===== config.mk =====
export PLATFORM = sky130hd
export DESIGN_NAME = serial_subtractor
export DESIGN_NICKNAME = d
export VERILOG_FILES = /design/src/rtl/serial_subtractor.sv
export SDC_FILE = /design/constraint.sdc
export NUM_CORES = 1
export LEC_CHECK = 0
export CORE_MARGIN = 3
export CORE_UTILIZATION = 55
export CTS_BUF_LIST = sky130_fd_sc_hd__clkbuf_16
export DETAILED_ROUTE_END_ITERATION = 10
export PLACE_DENSITY = 0.83
export SLEW_MARGIN = 0
export SYNTH_ARGS = -nofsm -noshare
export SYNTH_HDL_FRONTEND = slang
export SYNTH_SLANG_ARGS = --single-unit

===== constraint.sdc =====
create_clock -name clk -period 3.7 [get_ports clk]
set_clock_uncertainty 0.2 [all_clocks]
set_input_delay 0.74 -clock clk [delete_from_list [all_inputs] [get_ports clk]]
set_output_delay 0.74 -clock clk [all_outputs]
set_load 0.05 [all_outputs]

===== src/rtl/serial_subtractor.sv =====
// rtl/serial_subtractor.sv - bit-serial full subtractor, LSB first, start/busy/done handshake
// One full-subtractor cell plus a borrow flop processes one operand bit per clock.

module serial_subtractor #(
   parameter int WIDTH = 8
) (
   input  logic             clk,
   input  logic             rst,
   input  logic             start,
   input  logic [WIDTH-1:0] A,
   input  logic [WIDTH-1:0] B,
   input  logic             Bin,
   output logic             busy,
   output logic             done,
   output logic [WIDTH-1:0] Diff,
   output logic             Bout
);

   localparam int CW = $clog2(WIDTH) + 1;
   localparam logic [CW-1:0] LAST_BIT = CW'(WIDTH - 1);

   typedef enum logic [1:0] {S_IDLE, S_RUN, S_DONE} state_t;

   state_t           r_state;
   logic [WIDTH-1:0] r_a;
   logic [WIDTH-1:0] r_b;
   logic [WIDTH-1:0] r_res;
   logic [CW-1:0]    r_cnt;
   logic             r_br;
   logic             r_busy;
   logic             r_done;
   logic [WIDTH-1:0] r_diff;
   logic             r_bout;

   logic w_a0;
   logic w_b0;
   logic w_d;
   logic w_br_next;

   assign w_a0      = r_a[0];
   assign w_b0      = r_b[0];
   assign w_d       = w_a0 ^ w_b0 ^ r_br;
   assign w_br_next = (~w_a0 & w_b0) | (~(w_a0 ^ w_b0) & r_br);

   always_ff @(posedge clk) begin
      if (rst) begin
         r_state <= S_IDLE;
         r_a     <= '0;
         r_b     <= '0;
         r_res   <= '0;
         r_cnt   <= '0;
         r_br    <= 1'b0;
         r_busy  <= 1'b0;
         r_done  <= 1'b0;
         r_diff  <= '0;
         r_bout  <= 1'b0;
      end else begin
         case (r_state)
            S_IDLE: begin
               r_done <= 1'b0;
               if (start) begin
                  r_a     <= A;
                  r_b     <= B;
                  r_br    <= Bin;
                  r_cnt   <= '0;
                  r_busy  <= 1'b1;
                  r_state <= S_RUN;
               end
            end
            S_RUN: begin
               r_a   <= r_a >> 1;
               r_b   <= r_b >> 1;
               r_res <= {w_d, r_res[WIDTH-1:1]};
               r_br  <= w_br_next;
               r_cnt <= r_cnt + 1'b1;
               // Final bit: publish the completed word straight from the cell output.
               if (r_cnt == LAST_BIT) begin
                  r_diff  <= {w_d, r_res[WIDTH-1:1]};
                  r_bout  <= w_br_next;
                  r_busy  <= 1'b0;
                  r_done  <= 1'b1;
                  r_state <= S_DONE;
               end
            end
            S_DONE: begin
               r_done  <= 1'b0;
               r_state <= S_IDLE;
            end
            default: begin
               r_busy  <= 1'b0;
               r_done  <= 1'b0;
               r_state <= S_IDLE;
            end
         endcase
      end
   end

   assign busy = r_busy;
   assign done = r_done;
   assign Diff = r_diff;
   assign Bout = r_bout;

endmodule


==> flow_metrics.env, run 1 <==
export IMPL_outcome="finished clean"
export IMPL_drive_above_1_share_pct=5.991
export IMPL_hold_depth=2
export IMPL_synth_cell_types=38
export IMPL_final_common_cell="nand2_1"
export IMPL_min_path_type="flip-flop to flip-flop"
export IMPL_synth_nets=212
export IMPL_nNetsFinal=238
export IMPL_finalSetupViolCount=0
export IMPL_cts_max_path_buffers=2
export IMPL_routedWlPerCell_um=14.83
export IMPL_synth_top_cell_area_share_pct=47.71
export IMPL_slew_viol_final=0
export IMPL_hold_viol=0
export IMPL_cts_num_sinks=41
export IMPL_place_area_sq_um=2021
export IMPL_grt_pass1_vias=1415
export IMPL_cts_root_buf="clkbuf_16"
export IMPL_leakage_nw=0.8178
export IMPL_arrival_ns=2.53
export IMPL_grt_pass1_wl_um=6389
export IMPL_cp_max_fo=13
export IMPL_syn2layout_area_growth_pct=26.91
export IMPL_yosys_warnings=0
export IMPL_core_area_sq_um=2877
export IMPL_routed_wl_um=3842
export IMPL_remaining_drc_errors=0
export IMPL_hold_buffers=0
export IMPL_place_ws_ns=0.9506
export IMPL_cts_tree="built"
export IMPL_syn_cell_area_sq_um=1720
export IMPL_n_fill_cell=211
export IMPL_regToRegSetupSlack_ns=1.41
export IMPL_die_width_um=61.93
export IMPL_port_buffers=30
export IMPL_final_cell_mix="nand2_1, dfxtp_1, clkdlybuf4s50_1"
export IMPL_grt_usage_pct=22.64
export IMPL_synth_seq_cells=41
export IMPL_cp_end_kind="flip-flop"
export IMPL_diodes=0
export IMPL_hold_end="Diff[2]"
export IMPL_fin_crit_ns=2.513
export IMPL_vdd_ir_drop_worst_v=0.0003988
export IMPL_gp_congestion=0.8034
export IMPL_clkTransAtPathRegs_ns=0.06
export IMPL_powerDensity_nw_per_um2=479.6
export IMPL_synth_edf_count=0
export IMPL_reg2regPathDepth=4
export IMPL_r2r_end="Bout"
export IMPL_synthCells=190
export IMPL_finalSetupTns_ns=0
export IMPL_startpoint_type="primary input"
export IMPL_ant_nets=0
export IMPL_grt_overflow_total=0
export IMPL_yosysSeqAreaShare_pct=47.71
export IMPL_r2r_start="r_state[0]"
export IMPL_crit_type="primary input to flip-flop"
export IMPL_grt_max_degree=33
export IMPL_postLayoutCellArea_sq_um=2183
export IMPL_htreeDepth=2
export IMPL_timing_final_ws_setup_ns=1.187
export IMPL_slew_limit_headroom_pct=51.41
export IMPL_rsz0062_at_grt="false"
export IMPL_worstSkewPairLatency_ns=0.28
export IMPL_async_flop_share_pct=0
export IMPL_yosys_most_used_dff="dfxtp_1"
export IMPL_max_freq_mhz=397.9
export IMPL_hpwl_um=2552
export IMPL_cts_made_buffers=5
export IMPL_cts_resized=0
export IMPL_dieArea_sq_um=3835
export IMPL_die_h_um=61.93
export IMPL_grt_antenna_before_repair=0
export IMPL_num_io_pins=31
export IMPL_cts_setup_buffers=0
export IMPL_cp_required_ns=3.72
export IMPL_drv_cap=0
export IMPL_synth_area_per_cell_sq_um=9.055
export IMPL_drtPass1Iterations=4
export IMPL_period_share_pct=67.92
export IMPL_row_count=19
export IMPL_initial_core_util_pct=59.81
export IMPL_num_vias=1437
export IMPL_hp_start="Diff[2]"
export IMPL_synthTopCellsByArea="dfxtp_1, nand2_1, mux2i_1"
export IMPL_vias_per_cell=5.548
export IMPL_drtIter0Drc=117
export IMPL_tightest_slew_ns=0.7262
export IMPL_yosysTopAreaCell="dfxtp_1"
## metal layers
metal / global-route usage [%] / vias up / routed length (um)
li1: - / 713 / -
met1: 26.65 / 688 / 1670
met2: 40.36 / 29 / 1963
met3: 6.612 / 7 / 166
met4: 5.455 / 0 / 41
met5: 0 / - / 0
## flip-flops by register name, indices dropped and copies added, names as in the netlist
register,cells
Diff,8
r_br,1
r_res,7
r_a,8
r_state,2
Bout,1
done,1
busy,1
r_cnt,4
r_b,8
## how the worst max path moves through the flow
stage / startpoint / to / slack (ns) / cells after the start
after global routing: start / r_a[2] / 1.07 / 4
after floorplan: rst / r_a[0] / 2.03 / 4
final: start / r_a[2] / 1.19 / 4
after CTS: start / r_a[2] / 1.19 / 4
after global placement: start / r_a[2] / 1.0 / 4
after detailed placement: start / r_a[2] / 0.95 / 4
## cell usage after synthesis (3+ instances only)
master,count
nand2_1,44
dfxtp_1,41
a21oi_1,12
nor2_1,10
mux2i_1,9
a22oi_1,8
a22o_1,6
buf_2,6
o21ai_1,6
clkbuf_1,5
nor2b_1,5
o2bb2ai_1,5
inv_1,3
o221a_1,3
## stage by stage
stage               instances  utilization (%)  total power (W)  hold WS, ns
floorplan                 190                -        0.0005385       0.2322
global placement          251            70.25        0.0005726       0.2446
detailed placement        251            70.25        0.0005762       0.2483
CTS                       259            75.90         0.001048       0.2563
global route              259            75.90         0.001086       0.2822
finish                    259            75.90         0.001047       0.2567
## layout make-up
cell class / instances / area (sq um) / area share, %
Clock buffer: 5 / 125.1 / 5.731
Timing Repair Buffer: 32 / 315.3 / 14.44
Multi-Input combinational cell: 132 / 817.0 / 37.42
Clock inverter: 3 / 37.54 / 1.719
Tap cell: 42 / 52.55 / 2.407
Inverter: 4 / 15.01 / 0.6877
Sequential cell: 41 / 820.8 / 37.59
## critical path, stage by stage
cell and delay [ns]:
clkdlybuf4s50_1 0.63, o21ba_4 0.33, nor2_1 0.56, a22o_1 0.27
## cells by family (layout without fill, tap and decap cells)
group / Yosys count / after routing / share of synthesized area [%]
AND/OR/NAND/NOR: 71 / 71 / 18.76
AO/OA/AOI/OAI: 49 / 49 / 20.73
flip-flops: 41 / 41 / 47.71
buffers and inverters: 17 / 44 / 4.800
multiplexers: 10 / 10 / 6.109
adder cells (fa/ha/maj): 2 / 2 / 1.891
## power by group
group	total, W	switching (W)	internal, W	leakage [nW]
Combinational	0.000100	0.0000540	0.0000461	0.401
Clock	0.000478	0.000165	0.000313	0.0826
Sequential	0.000469	0.0000105	0.000459	0.334
Total	0.00105	0.000229	0.000818	0.818
Note: power is estimated with default switching activity, not from simulation.
==> run 2, diff against run 1 <==
--- a/config.mk
+++ b/config.mk
@@ -6,10 +6,10 @@
 export NUM_CORES = 1
 export LEC_CHECK = 0
 export CORE_MARGIN = 3
-export CORE_UTILIZATION = 55
+export CORE_UTILIZATION = 46
 export CTS_BUF_LIST = sky130_fd_sc_hd__clkbuf_16
 export DETAILED_ROUTE_END_ITERATION = 10
-export PLACE_DENSITY = 0.83
+export PLACE_DENSITY = 0.74
 export SLEW_MARGIN = 0
 export SYNTH_ARGS = -nofsm -noshare
 export SYNTH_HDL_FRONTEND = slang
==> constraint.sdc (replaced) <==
create_clock -name clk -period 2 [get_ports clk]
set_clock_uncertainty 0.2 [all_clocks]
set_input_delay 0.4 -clock clk [delete_from_list [all_inputs] [get_ports clk]]
set_output_delay 0.4 -clock clk [all_outputs]
set_load 0.05 [all_outputs]
==> run 2 against run 1 <==
Effect of this change: power is 71% higher; worst hold slack better by 0.00097 ns; cell area is 1.7% higher; wire length is 8.0% lower; critical path type is now flip-flop to flip-flop; utilization is 12 points lower; non-clock buffer count is 12 higher; sequential power is 86% higher; clock-buffer cell count stayed put.
==> flow_metrics.env, run 2 (synthesized netlist as in run 1, its figures left out) <==
export IMPL_cts_resized=0
export IMPL_nNetsFinal=250
export IMPL_grt_usage_pct=17.61
export IMPL_dieArea_sq_um=4510
export IMPL_leakage_nw=0.8859
export IMPL_cts_root_buf="clkbuf_16"
export IMPL_tightest_slew_ns=0.3475
export IMPL_initial_core_util_pct=49.60
export IMPL_arrival_ns=1.65
export IMPL_cts_num_sinks=41
export IMPL_remaining_drc_errors=0
export IMPL_diodes=0
export IMPL_gp_congestion=0.7841
export IMPL_hpwl_um=2585
export IMPL_htreeDepth=2
export IMPL_slew_viol_final=0
export IMPL_max_freq_mhz=606.2
export IMPL_drtPass1Iterations=5
export IMPL_grt_overflow_total=0
export IMPL_fin_crit_ns=1.650
export IMPL_crit_type="flip-flop to flip-flop"
export IMPL_cts_setup_buffers=0
export IMPL_cts_max_path_buffers=2
export IMPL_cts_made_buffers=5
export IMPL_cp_end_kind="flip-flop"
export IMPL_vias_per_cell=5.328
export IMPL_drtIter0Drc=87
export IMPL_total_power_w=0.001791
export IMPL_grt_antenna_before_repair=0
export IMPL_die_h_um=67.16
export IMPL_hold_buffers=0
export IMPL_finalSetupTns_ns=0
export IMPL_drv_cap=0
export IMPL_grt_pass1_wl_um=6016
export IMPL_final_cell_mix="nand2_1, dfxtp_1, buf_4"
export IMPL_rsz0062_at_grt="false"
export IMPL_cp_cell_sequence="and2b_1 > and4b_1 > buf_4 > mux2i_1"
export IMPL_core_area_sq_um=3468
export IMPL_crit_slowest_cell="dfxtp_1"
export IMPL_row_count=21
export IMPL_drive_above_1_share_pct=15.35
export IMPL_grt_max_degree=22
export IMPL_cts_tree="built"
export IMPL_num_io_pins=31
export IMPL_final_common_cell="nand2_1"
export IMPL_vdd_ir_drop_worst_v=0.0004630
export IMPL_startpoint_type="flip-flop"
export IMPL_cp_max_fo=11
export IMPL_ant_nets=0
export IMPL_grt_pass1_vias=1337
export IMPL_num_vias=1460
export IMPL_routed_wl_um=3534
export IMPL_powerDensity_nw_per_um2=806.3
export IMPL_syn2layout_area_growth_pct=29.09
export IMPL_cp_slowest_stage_delay_ns=0.41
export IMPL_cp_required_ns=2.00
export IMPL_finalSetupViolCount=0
export IMPL_period_share_pct=82.48
export IMPL_worstSkewPairLatency_ns=0.28
export IMPL_outcome="finished clean"
export IMPL_min_path_type="flip-flop to flip-flop"
export IMPL_port_buffers=30
export IMPL_clkTransAtPathRegs_ns=0.05
export IMPL_die_width_um=67.16
export IMPL_slew_limit_headroom_pct=76.80
export IMPL_hold_viol=0
export IMPL_routedWlPerCell_um=12.90
-- run 2: layer usage --
layer	GRT usage, %	share of wire (%)	wire length, um
met1	23.42	48	1704
met3	6.323	4.7	165
met2	26.26	47	1656
met5	0	0	0
met4	6.329	0.20	7
-- run 2: power by group --
group / total, W / switching, W / internal [W]
Clock: 0.000723 / 0.000278 / 0.000445
Sequential: 0.000870 / 0.0000203 / 0.000849
Combinational: 0.000198 / 0.0000982 / 0.0000997
-- run 2: cell type report --
| type | count | area [sq um] |
|---|---|---|
| fillers | 313 | 1247 |
| inverters | 4 | 15.01 |
| flip-flops and latches | 41 | 820.8 |
| clock buffers | 5 | 125.1 |
| well taps | 46 | 57.56 |
| multi-input cells | 132 | 817.0 |
| clock inverters | 2 | 7.507 |
| repair buffers | 44 | 377.9 |
-- run 2: stage by stage --
step | hold WS, ns | util, % | cell area [sq um] | setup slack (ns) | cells
floorplan | 0.2322 | - | 1720 | 0.5073 | 190
global placement | 0.2423 | 60.21 | 2088 | 0.1061 | 267
detailed placement | 0.2470 | 60.21 | 2088 | 0.07788 | 267
CTS | 0.2572 | 64.03 | 2221 | 0.3622 | 274
global route | 0.2799 | 64.03 | 2221 | 0.2710 | 274
finish | 0.2577 | 64.03 | 2221 | 0.3504 | 274
-- run 2: critical path: cells and delay by family, from the launching register on --
family / cells / cell delay [ns]
simple gates: 2 / 0.57
buf+inv: 1 / 0.20
mux: 1 / 0.19
flops: 1 / 0.41
-- run 2: final timing paths --
kind                                  from  endpoint  slack [ns]  cells after the start
worst max register to register  r_state[1]   Diff[5]        0.35                      4
worst min-delay path               Diff[3]   Diff[3]        0.26                      2
worst max-delay path            r_state[1]   Diff[5]        0.35                      4
worst min register to register     Diff[3]   Diff[3]        0.26                      2
